### src/rtl/uart_tx_arbiter_if.sv
// uart_tx_arbiter_if: requester-side and uart_tx-side signals of the
// shared-UART arbiter. The optional lock vector exists only when
// UART_TX_ARB_LOCK_EN is defined.
//   slave  : arbiter view
//   master : client / environment view
interface uart_tx_arbiter_if #(
  parameter int N = 4
);
  logic [N-1:0]   req;
  logic [8*N-1:0] req_data;
  logic [N-1:0]   ack;
  logic [N-1:0]   grant;
  logic           timeout;
  logic           uart_send;
  logic [7:0]     uart_data;
  logic           uart_busy;
`ifdef UART_TX_ARB_LOCK_EN
  logic [N-1:0]   lock;

  modport slave  (input  req, req_data, uart_busy, lock,
                  output ack, grant, timeout, uart_send, uart_data);
  modport master (output req, req_data, uart_busy, lock,
                  input  ack, grant, timeout, uart_send, uart_data);
`else
  modport slave  (input  req, req_data, uart_busy,
                  output ack, grant, timeout, uart_send, uart_data);
  modport master (output req, req_data, uart_busy,
                  input  ack, grant, timeout, uart_send, uart_data);
`endif
endinterface

### src/rtl/uart_tx_arbiter.sv
// uart_tx_arbiter: shares one uart_tx between N requesters.
// Round-robin pick in IDLE, latch the winner's byte, pulse uart_send once,
// wait for uart_busy to rise (ack) or for BUSY_TIMEOUT cycles (timeout),
// then wait for uart_busy to fall before returning to IDLE.
// Optional feature macro: UART_TX_ARB_LOCK_EN (adds lock[N-1:0] so the
// previous winner can keep the UART for multi-byte messages).
module uart_tx_arbiter #(
  parameter int N            = 4,
  parameter int BUSY_TIMEOUT = 15
) (
  input  logic             clk,
  input  logic             rst,
  uart_tx_arbiter_if.slave bus
);

  localparam int             PW       = (N > 1) ? $clog2(N) : 1;
  localparam logic [N-1:0]   ONE_HOT0 = {{(N-1){1'b0}}, 1'b1};
  localparam logic [PW-1:0]  PTR_INIT = PW'(N - 1);
  localparam logic [7:0]     TO_LAST  = 8'(BUSY_TIMEOUT - 1);

  typedef enum logic [1:0] {
    S_IDLE      = 2'd0,
    S_SEND      = 2'd1,
    S_WAIT_BUSY = 2'd2,
    S_WAIT_DONE = 2'd3
  } state_e;

  state_e        state_q, state_d;
  logic [PW-1:0] ptr_q, ptr_d;
  logic [7:0]    cnt_q, cnt_d;
  logic [N-1:0]  grant_q, grant_d;
  logic [N-1:0]  ack_q, ack_d;
  logic [7:0]    data_q, data_d;
  logic          send_q, send_d;
  logic          timeout_q, timeout_d;
`ifdef UART_TX_ARB_LOCK_EN
  // Set when the last transfer completed normally; a timeout cancels the lock.
  logic          lock_ok_q, lock_ok_d;
`endif

  logic          found_s;
  logic [PW-1:0] win_s;
  logic [PW-1:0] idx_s;
  int            idx_i;

  // Winner selection: first request after ptr, wrapping; lock overrides.
  always_comb begin
    found_s = 1'b0;
    win_s   = ptr_q;
    idx_s   = ptr_q;
    idx_i   = 0;
    for (int o = 1; o <= N; o++) begin
      idx_i = int'(ptr_q) + o;
      idx_i = (idx_i >= N) ? (idx_i - N) : idx_i;
      idx_s = PW'(idx_i);
      if (!found_s && bus.req[idx_s]) begin
        found_s = 1'b1;
        win_s   = idx_s;
      end else begin
        found_s = found_s;
      end
    end
`ifdef UART_TX_ARB_LOCK_EN
    if (lock_ok_q && bus.lock[ptr_q] && bus.req[ptr_q]) begin
      found_s = 1'b1;
      win_s   = ptr_q;
    end else begin
      win_s   = win_s;
    end
`endif
  end

  // Next-state and next-output computation for the transfer sequencer.
  always_comb begin
    state_d   = state_q;
    ptr_d     = ptr_q;
    cnt_d     = cnt_q;
    grant_d   = grant_q;
    data_d    = data_q;
    ack_d     = '0;
    send_d    = 1'b0;
    timeout_d = 1'b0;
`ifdef UART_TX_ARB_LOCK_EN
    lock_ok_d = lock_ok_q;
`endif
    case (state_q)
      S_IDLE: begin
        if (found_s && !bus.uart_busy) begin
          state_d = S_SEND;
          ptr_d   = win_s;
          grant_d = ONE_HOT0 << win_s;
          data_d  = bus.req_data[{win_s, 3'b000} +: 8];
          send_d  = 1'b1;
        end else begin
          grant_d = '0;
        end
      end
      S_SEND: begin
        state_d = S_WAIT_BUSY;
        cnt_d   = 8'd0;
      end
      S_WAIT_BUSY: begin
        if (bus.uart_busy) begin
          ack_d   = ONE_HOT0 << ptr_q;
          state_d = S_WAIT_DONE;
`ifdef UART_TX_ARB_LOCK_EN
          lock_ok_d = 1'b1;
`endif
        end else if (cnt_q == TO_LAST) begin
          // uart_tx never responded: give up, keep ptr so others go first.
          timeout_d = 1'b1;
          grant_d   = '0;
          state_d   = S_IDLE;
`ifdef UART_TX_ARB_LOCK_EN
          lock_ok_d = 1'b0;
`endif
        end else begin
          cnt_d = cnt_q + 8'd1;
        end
      end
      S_WAIT_DONE: begin
        if (!bus.uart_busy) begin
          grant_d = '0;
          state_d = S_IDLE;
        end else begin
          state_d = S_WAIT_DONE;
        end
      end
      default: begin
        state_d = S_IDLE;
        grant_d = '0;
      end
    endcase
  end

  // State and registered outputs; reset clears all outputs at once.
  always_ff @(posedge clk or negedge rst) begin
    if (!rst) begin
      state_q   <= S_IDLE;
      ptr_q     <= PTR_INIT;
      cnt_q     <= 8'd0;
      grant_q   <= '0;
      ack_q     <= '0;
      data_q    <= 8'd0;
      send_q    <= 1'b0;
      timeout_q <= 1'b0;
`ifdef UART_TX_ARB_LOCK_EN
      lock_ok_q <= 1'b0;
`endif
    end else begin
      state_q   <= state_d;
      ptr_q     <= ptr_d;
      cnt_q     <= cnt_d;
      grant_q   <= grant_d;
      ack_q     <= ack_d;
      data_q    <= data_d;
      send_q    <= send_d;
      timeout_q <= timeout_d;
`ifdef UART_TX_ARB_LOCK_EN
      lock_ok_q <= lock_ok_d;
`endif
    end
  end

  assign bus.ack       = ack_q;
  assign bus.grant     = grant_q;
  assign bus.timeout   = timeout_q;
  assign bus.uart_send = send_q;
  assign bus.uart_data = data_q;

endmodule

### src/flat_wrapper.sv
// flat-port wrapper written by rule: the top's interface ports become plain ports
module uart_tx_arbiter_flat 
#(
  parameter int N            = 4,
  parameter int BUSY_TIMEOUT = 15
)
  (clk, rst, bus_req, bus_req_data, bus_uart_busy, bus_ack, bus_grant, bus_timeout, bus_uart_send, bus_uart_data);
  uart_tx_arbiter_if #(.N(N)) bus_i ();
  input  logic clk;
  input  logic rst;
  input wire logic [$bits(bus_i.req)-1:0] bus_req;
  input wire logic [$bits(bus_i.req_data)-1:0] bus_req_data;
  input wire logic [$bits(bus_i.uart_busy)-1:0] bus_uart_busy;
  output wire logic [$bits(bus_i.ack)-1:0] bus_ack;
  output wire logic [$bits(bus_i.grant)-1:0] bus_grant;
  output wire logic [$bits(bus_i.timeout)-1:0] bus_timeout;
  output wire logic [$bits(bus_i.uart_send)-1:0] bus_uart_send;
  output wire logic [$bits(bus_i.uart_data)-1:0] bus_uart_data;
  assign bus_i.req = bus_req;
  assign bus_i.req_data = bus_req_data;
  assign bus_i.uart_busy = bus_uart_busy;
  assign bus_ack = bus_i.ack;
  assign bus_grant = bus_i.grant;
  assign bus_timeout = bus_i.timeout;
  assign bus_uart_send = bus_i.uart_send;
  assign bus_uart_data = bus_i.uart_data;
  uart_tx_arbiter #(.N(N), .BUSY_TIMEOUT(BUSY_TIMEOUT)) u_core (.clk(clk), .rst(rst), .bus(bus_i));
endmodule
### config.mk
export PLATFORM = sky130hd
export DESIGN_NAME = uart_tx_arbiter_flat
export DESIGN_NICKNAME = d
export VERILOG_FILES = /design/src/rtl/uart_tx_arbiter_if.sv /design/src/rtl/uart_tx_arbiter.sv /design/src/flat_wrapper.sv
export SDC_FILE = /design/constraint.sdc
export NUM_CORES = 1
export LEC_CHECK = 0
export ABC_AREA = 1
export BUFFER_PORTS_ARGS = -buffer_cell sky130_fd_sc_hd__buf_4
export CORE_MARGIN = 5
export CORE_UTILIZATION = 52
export CTS_CLUSTER_SIZE = 20
export DETAILED_ROUTE_END_ITERATION = 16
export MAX_ROUTING_LAYER = met4
export PLACE_DENSITY_LB_ADDON = 0.1
export SLEW_MARGIN = 20
export SYNTH_ARGS = -nofsm -noshare
export SYNTH_HDL_FRONTEND = slang
export SYNTH_SLANG_ARGS = --single-unit
export TNS_END_PERCENT = 1
### constraint.sdc
create_clock -name clk -period 3 [get_ports clk]
set_input_delay 0.15 -clock clk [delete_from_list [all_inputs] [get_ports clk]]
set_output_delay 0.15 -clock clk [all_outputs]
set_load 0.05 [all_outputs]
# Word-level counts from Yosys, hierarchy flattened

Cells that the tools add are included.

Bits in registers: 30
Bits of input ports: 39
Output and inout bits: 18
Word-level logic and storage cells: 93

Add/sub/neg operators: 9
Magnitude comparators: 8
Eq/ne operators: 10
Shift-type cells: 3
Muxes and demuxes: 40
Reductions and logical operators: 15

Operators by type and width:

| kind                                                                                 | number |
|---|---|
| 32-bit by 6-bit indexed part select with 8-bit output                                | 1 |
| 2-bit two-way mux                                                                    | 12 |
| 4-bit two-way mux                                                                    | 6 |
| 8-bit two-way mux                                                                    | 2 |
| 8-bit case mux with 2 select lines                                                   | 1 |
| 1-bit two-way mux                                                                    | 13 |
| 2-bit by 3-bit < comparator with 1-bit output (second input constant)                | 4 |
| 4-bit case mux with 3 select lines                                                   | 1 |
| 3-bit greater-or-equal comparator (second input constant)                            | 3 |
| 8-bit by 1-bit adder with 8-bit output (second input constant)                       | 1 |
| 1-bit binary-select mux with 2-bit select                                            | 4 |
| 8-bit by 4-bit == test with 1-bit output (second input constant)                     | 1 |
| 2-bit case mux with 4 select lines                                                   | 1 |
| 1-bit by 2-bit left shift with 4-bit output (first input constant)                   | 2 |
| 2-bit by 1-bit subtractor with 2-bit output (second input constant)                  | 4 |
| 2-bit by 2-bit adder with 3-bit output (second input constant)                       | 2 |
| 2-bit inequality test (second input constant)                                        | 3 |
| 2-bit by 3-bit adder with 4-bit output (second input constant)                       | 1 |
| 2-bit == test (second input constant)                                                | 2 |
| 4-bit by 3-bit greater-or-equal comparator with 1-bit output (second input constant) | 1 |
| 1-bit logical AND                                                                    | 4 |
| 1-bit zero test                                                                      | 4 |
| 2-bit by 1-bit inequality test with 1-bit output (second input constant)             | 2 |
| 2-bit AND reduction                                                                  | 2 |
| 8 further kinds                                                                      | 8 |

# Depth between registers and ports, before layout

Word-level depth: 18
Depth in mapped cells: 15
Gate-level depth less buffers: 13

# Least setup slack after synthesis

Ideal clock, no wire load.

Kind: register -> register
Start: register u_core.ptr_q[1]
End: register u_core.data_q[0], in the netlist u_core.bus.uart_data[0]
Library setup time: 118 ps
Arrival time: 2094 ps
Path slack: 789 ps
Stages on the path, launching flop included: 15
Buffers on the path: 1
Clock period less this slack: 2211 ps
Path through: dfstp_2 clkinv_1 ha_1 inv_1 nand3_2 nand2_4 inv_4 nand3_4 inv_2 nand2_1 nand2_1 buf_4 nand3_1 nand3_1 nand2_1

Longest elaborated chain between the ends: 17
Elaborated cells on any way between the ends: 41
Those cells by class: 8 x add/sub; 4 x order compare; 1 x shift; 20 x mux; 8 x reduce/logical

Ends and longest elaborated chain:

| item                                                                            | RTL line               | RTL |
|---|---|---|
| start: declaration                                                              | uart_tx_arbiter.sv:29  | `logic [PW-1:0] ptr_q, ptr_d;` |
| start signal: assignment                                                        | uart_tx_arbiter.sv:152 | `ptr_q <= ptr_d;` |
| branches (longest 17 deep; another with 2-bit by 1-bit adder with 3-bit output) | -                      |  |
| end signal: assignment                                                          | uart_tx_arbiter.sv:156 | `data_q <= data_d;` |
| end: declaration                                                                | uart_tx_arbiter.sv:33  | `logic [7:0] data_q, data_d;` |

Parallel ways; which one is timed is not known. The select of a mux whose other input is x is not followed.
A chain may end at the register's enable or synchronous reset.

# Final worst setup path

Same ends and word-level chain as after synthesis.

==> impl_metrics.env <==
export IMPL_status="completed"
export IMPL_synth_seq_area_share_pct=39.2
export IMPL_synth_area_mm2=0.00192
export IMPL_final_setup_viol_count=0
export IMPL_synth_top_area_cell="dfrtp_1"
export IMPL_p_per_area_mw_per_mm2=1220
export IMPL_startpoint="u_core.ptr_q[1]$_DFFE_PN1P_"
export IMPL_fin_crit_ps=2620
export IMPL_firstDrtPassIters=4
export IMPL_r2r_slack_ps=380
export IMPL_grt_max_degree=31
export IMPL_fmax_mhz=382
export IMPL_place_gp_congestion=0.941
export IMPL_clock_skew_ps=8.48
export IMPL_tns_ps=0
export IMPL_relSlewSlack_pct=74.6
export IMPL_area_growth_pct=28.1
export IMPL_syn_inst=262
export IMPL_clock_latency_ps=270
export IMPL_synth_commonest_cells="80 x nand2_1, 68 x nand3_1, 28 x dfrtp_1"
export IMPL_io_pins=57
export IMPL_cts_setup_buffers=0
export IMPL_grtUsageMet3_pct=3.98
export IMPL_min_from="bus_uart_busy"
export IMPL_ant_nets=0
export IMPL_htree_levels=2
export IMPL_cts_resized=0
export IMPL_synthArstFlopShare_pct=100
export IMPL_die_area_mm2=0.00501
export IMPL_grt_pass1_wl_mm=8.01
export IMPL_maxSlewViolCount=0
export IMPL_top_usage_layer="met2"
export IMPL_crit_path_end_kind="flip-flop"
export IMPL_overflow=0
export IMPL_drt_iter0_drc=96
export IMPL_clkTransAtPathRegs_ps=60
export IMPL_ys_ff_latch=30
export IMPL_synthTopCellsByArea="dfrtp_1 36%, nand3_1 18%, nand2_1 16%"
export IMPL_synth_edf_count=0
export IMPL_avgRoutedWirePerCell_um=12.5
export IMPL_vias=1944
export IMPL_yosysWarnings=0
export IMPL_worst_r2r_path_depth=13
export IMPL_endpoint="u_core.bus.uart_data[0]$_DFFE_PN0P_"
export IMPL_grt_use_total_pct=19.9
export IMPL_totalWireLength_mm=4.62
export IMPL_rr_startpoint="u_core.ptr_q[1]$_DFFE_PN1P_"
export IMPL_crit_required_ps=3160
export IMPL_cts_sinks=30
export IMPL_critPathLaunchType="flip-flop"
export IMPL_rsz0062_at_grt="no"
export IMPL_initial_core_util_pct=53.3
export IMPL_cp_arrival_ps=2780
export IMPL_syn_num_nets=307
export IMPL_clockBufferDepth=2
export IMPL_vias_per_cell=5.25
export IMPL_antenna_found_initial=0
export IMPL_core_mm2=0.00361
export IMPL_max_cap_violations=0
export IMPL_hold_violations=0
export IMPL_avgSynthCellArea_um2=7.33
export IMPL_root_buffer="clkbuf_8"
export IMPL_drive_above_1_share_pct=25.8
export IMPL_place_hpwl_mm=3.51
export IMPL_cp_max_fo=11
export IMPL_ys_flop_type="dfrtp_1"
export IMPL_first_global_vias=1824
export IMPL_yosysTopAreaCellShare_pct=36.5
export IMPL_die_x_um=70.8
export IMPL_leakagePower_nw=1.31
export IMPL_met1_usage_pct=24.8
export IMPL_totalPowerFinal_mw=3.01
export IMPL_crit_type="flip-flop to flip-flop"
export IMPL_use_met2_pct=32.4
export IMPL_timing_final_crit_share_pct=87.3
export IMPL_synthMostInstantiatedCell="nand2_1"
export IMPL_reg2reg_to="u_core.bus.uart_data[0]$_DFFE_PN0P_"
export IMPL_worstHoldPathType="input pin to flip-flop"
export IMPL_synth_distinct_cells=28
export IMPL_finalNetCount=366
export IMPL_die_y_um=70.8
export IMPL_fill_cells=324
export IMPL_numCtsBuffers=5
export IMPL_cts_tree="done"
export IMPL_tightest_slew_ps=379
export IMPL_n_antenna_cell=0
export IMPL_route_detailed_drc=0
export IMPL_port_buffers=56
export IMPL_peakVddDrop_mv=0.690
export IMPL_rows=22
==> layout make-up <==
| cell class | count | area [um^2] | share of cell area (%) |
|---|---|---|---|
| clock buffers | 7 | 86.3 | 3.51 |
| clock inverters | 1 | 5.00 | 0.203 |
| inverters | 22 | 90.1 | 3.66 |
| multi-input cells | 205 | 1030 | 42.1 |
| flip-flops and latches | 30 | 753 | 30.6 |
| well taps | 48 | 60.1 | 2.44 |
| repair buffers | 57 | 430 | 17.5 |
==> per-layer routing <==
metal	vias up	part of all wire (%)	wire, um
met1	892	46	2120
met2	57	47	2190
met5	-	0	0
li1	989	-	-
met3	6	5.6	260
met4	0	1.3	59
==> critical path: stages, from the launching register on <==
cell	delay [ps]
dfstp_2	580
clkinv_1	230
ha_1	450
inv_1	100
nand3_2	140
nand2_4	90
inv_4	90
nand3_4	100
inv_2	70
nand2_1	50
nand2_1	300
nand3_1	140
nand3_1	110
nand2_1	50
==> layout by cell type, fill, tap and decap left out, types with 2 or more instances in the layout <==
| cell type | netlist | routed |
|---|---|---|
| buf_4 | 2 | 56 |
| dfrtp_1 | 28 | 28 |
| clkbuf_8 | 0 | 6 |
| nand3_1 | 68 | 68 |
| nand4_1 | 2 | 2 |
| inv_1 | 17 | 17 |
| nand2_1 | 80 | 80 |
| nand2_2 | 6 | 6 |
| nor2_1 | 15 | 15 |
| a21oi_1 | 7 | 7 |
| inv_2 | 2 | 2 |
| nand3_2 | 3 | 3 |
| dfstp_2 | 2 | 2 |
| o21ai_0 | 6 | 6 |
| nor3_1 | 3 | 3 |
| ha_1 | 6 | 6 |
| nand2_4 | 2 | 2 |
==> registers in the layout (all words and copies together) (netlist names) <==
name,cells
u_core.bus.ack,4
u_core.bus.grant,4
u_core.bus.timeout,1
u_core.bus.uart_data,8
u_core.bus.uart_send,1
u_core.cnt_q,8
u_core.ptr_q,2
u_core.state_q,2
==> cells by family (layout without fill, tap and decap cells) <==
family / count (synthesis) / count (layout) / synth area share, %
simple gates: 182 / 182 / 44.8
xor+xnor: 1 / 1 / 0.456
fa+ha+maj: 6 / 6 / 3.91
buf+inv: 27 / 87 / 6.91
compound gates: 16 / 16 / 4.69
flops: 30 / 30 / 39.2
==> per-stage QoR <==
| stage | hold slack (ps) | utilization, % | worst slack, ps | area (um^2) | std cells |
|---|---|---|---|---|---|
| after floorplan | -146 | - | 789 | 1920 | 262 |
| after global placement | 96.9 | 65.4 | 477 | 2360 | 361 |
| after detailed placement | 101 | 65.4 | 418 | 2360 | 361 |
| after CTS | 88.3 | 68.2 | 404 | 2460 | 370 |
| after global routing | 100 | 68.2 | 158 | 2460 | 370 |
| final | 94.0 | 68.2 | 382 | 2460 | 370 |
==> worst min-delay path by stage <==
stage,to,slack [ps],depth (start not counted)
2_1_floorplan,u_core.bus.ack[0]$_DFF_PN0_,-150,0
3_3_place_gp,u_core.bus.uart_data[7]$_DFFE_PN0P_,100,1
3_5_place_dp,u_core.bus.uart_data[7]$_DFFE_PN0P_,100,1
4_1_cts,u_core.bus.timeout$_DFF_PN0_,90,2
5_1_grt,u_core.bus.timeout$_DFF_PN0_,100,2
6_report,u_core.bus.timeout$_DFF_PN0_,90,2
==> timing repair <==
item / in CTS / in global routing
endpoints found under the setup margin: 0 / 0
endpoints found under the hold margin: 28 / 0
hold buffers: 1 / 0
==> power by group <==
part | switching, mW | internal [mW] | total (mW)
clock network | 0.145 | 0.185 | 0.330
logic | 1.41 | 0.605 | 2.02
registers | 0.116 | 0.549 | 0.665
Note: power is estimated with default switching activity, not from simulation.
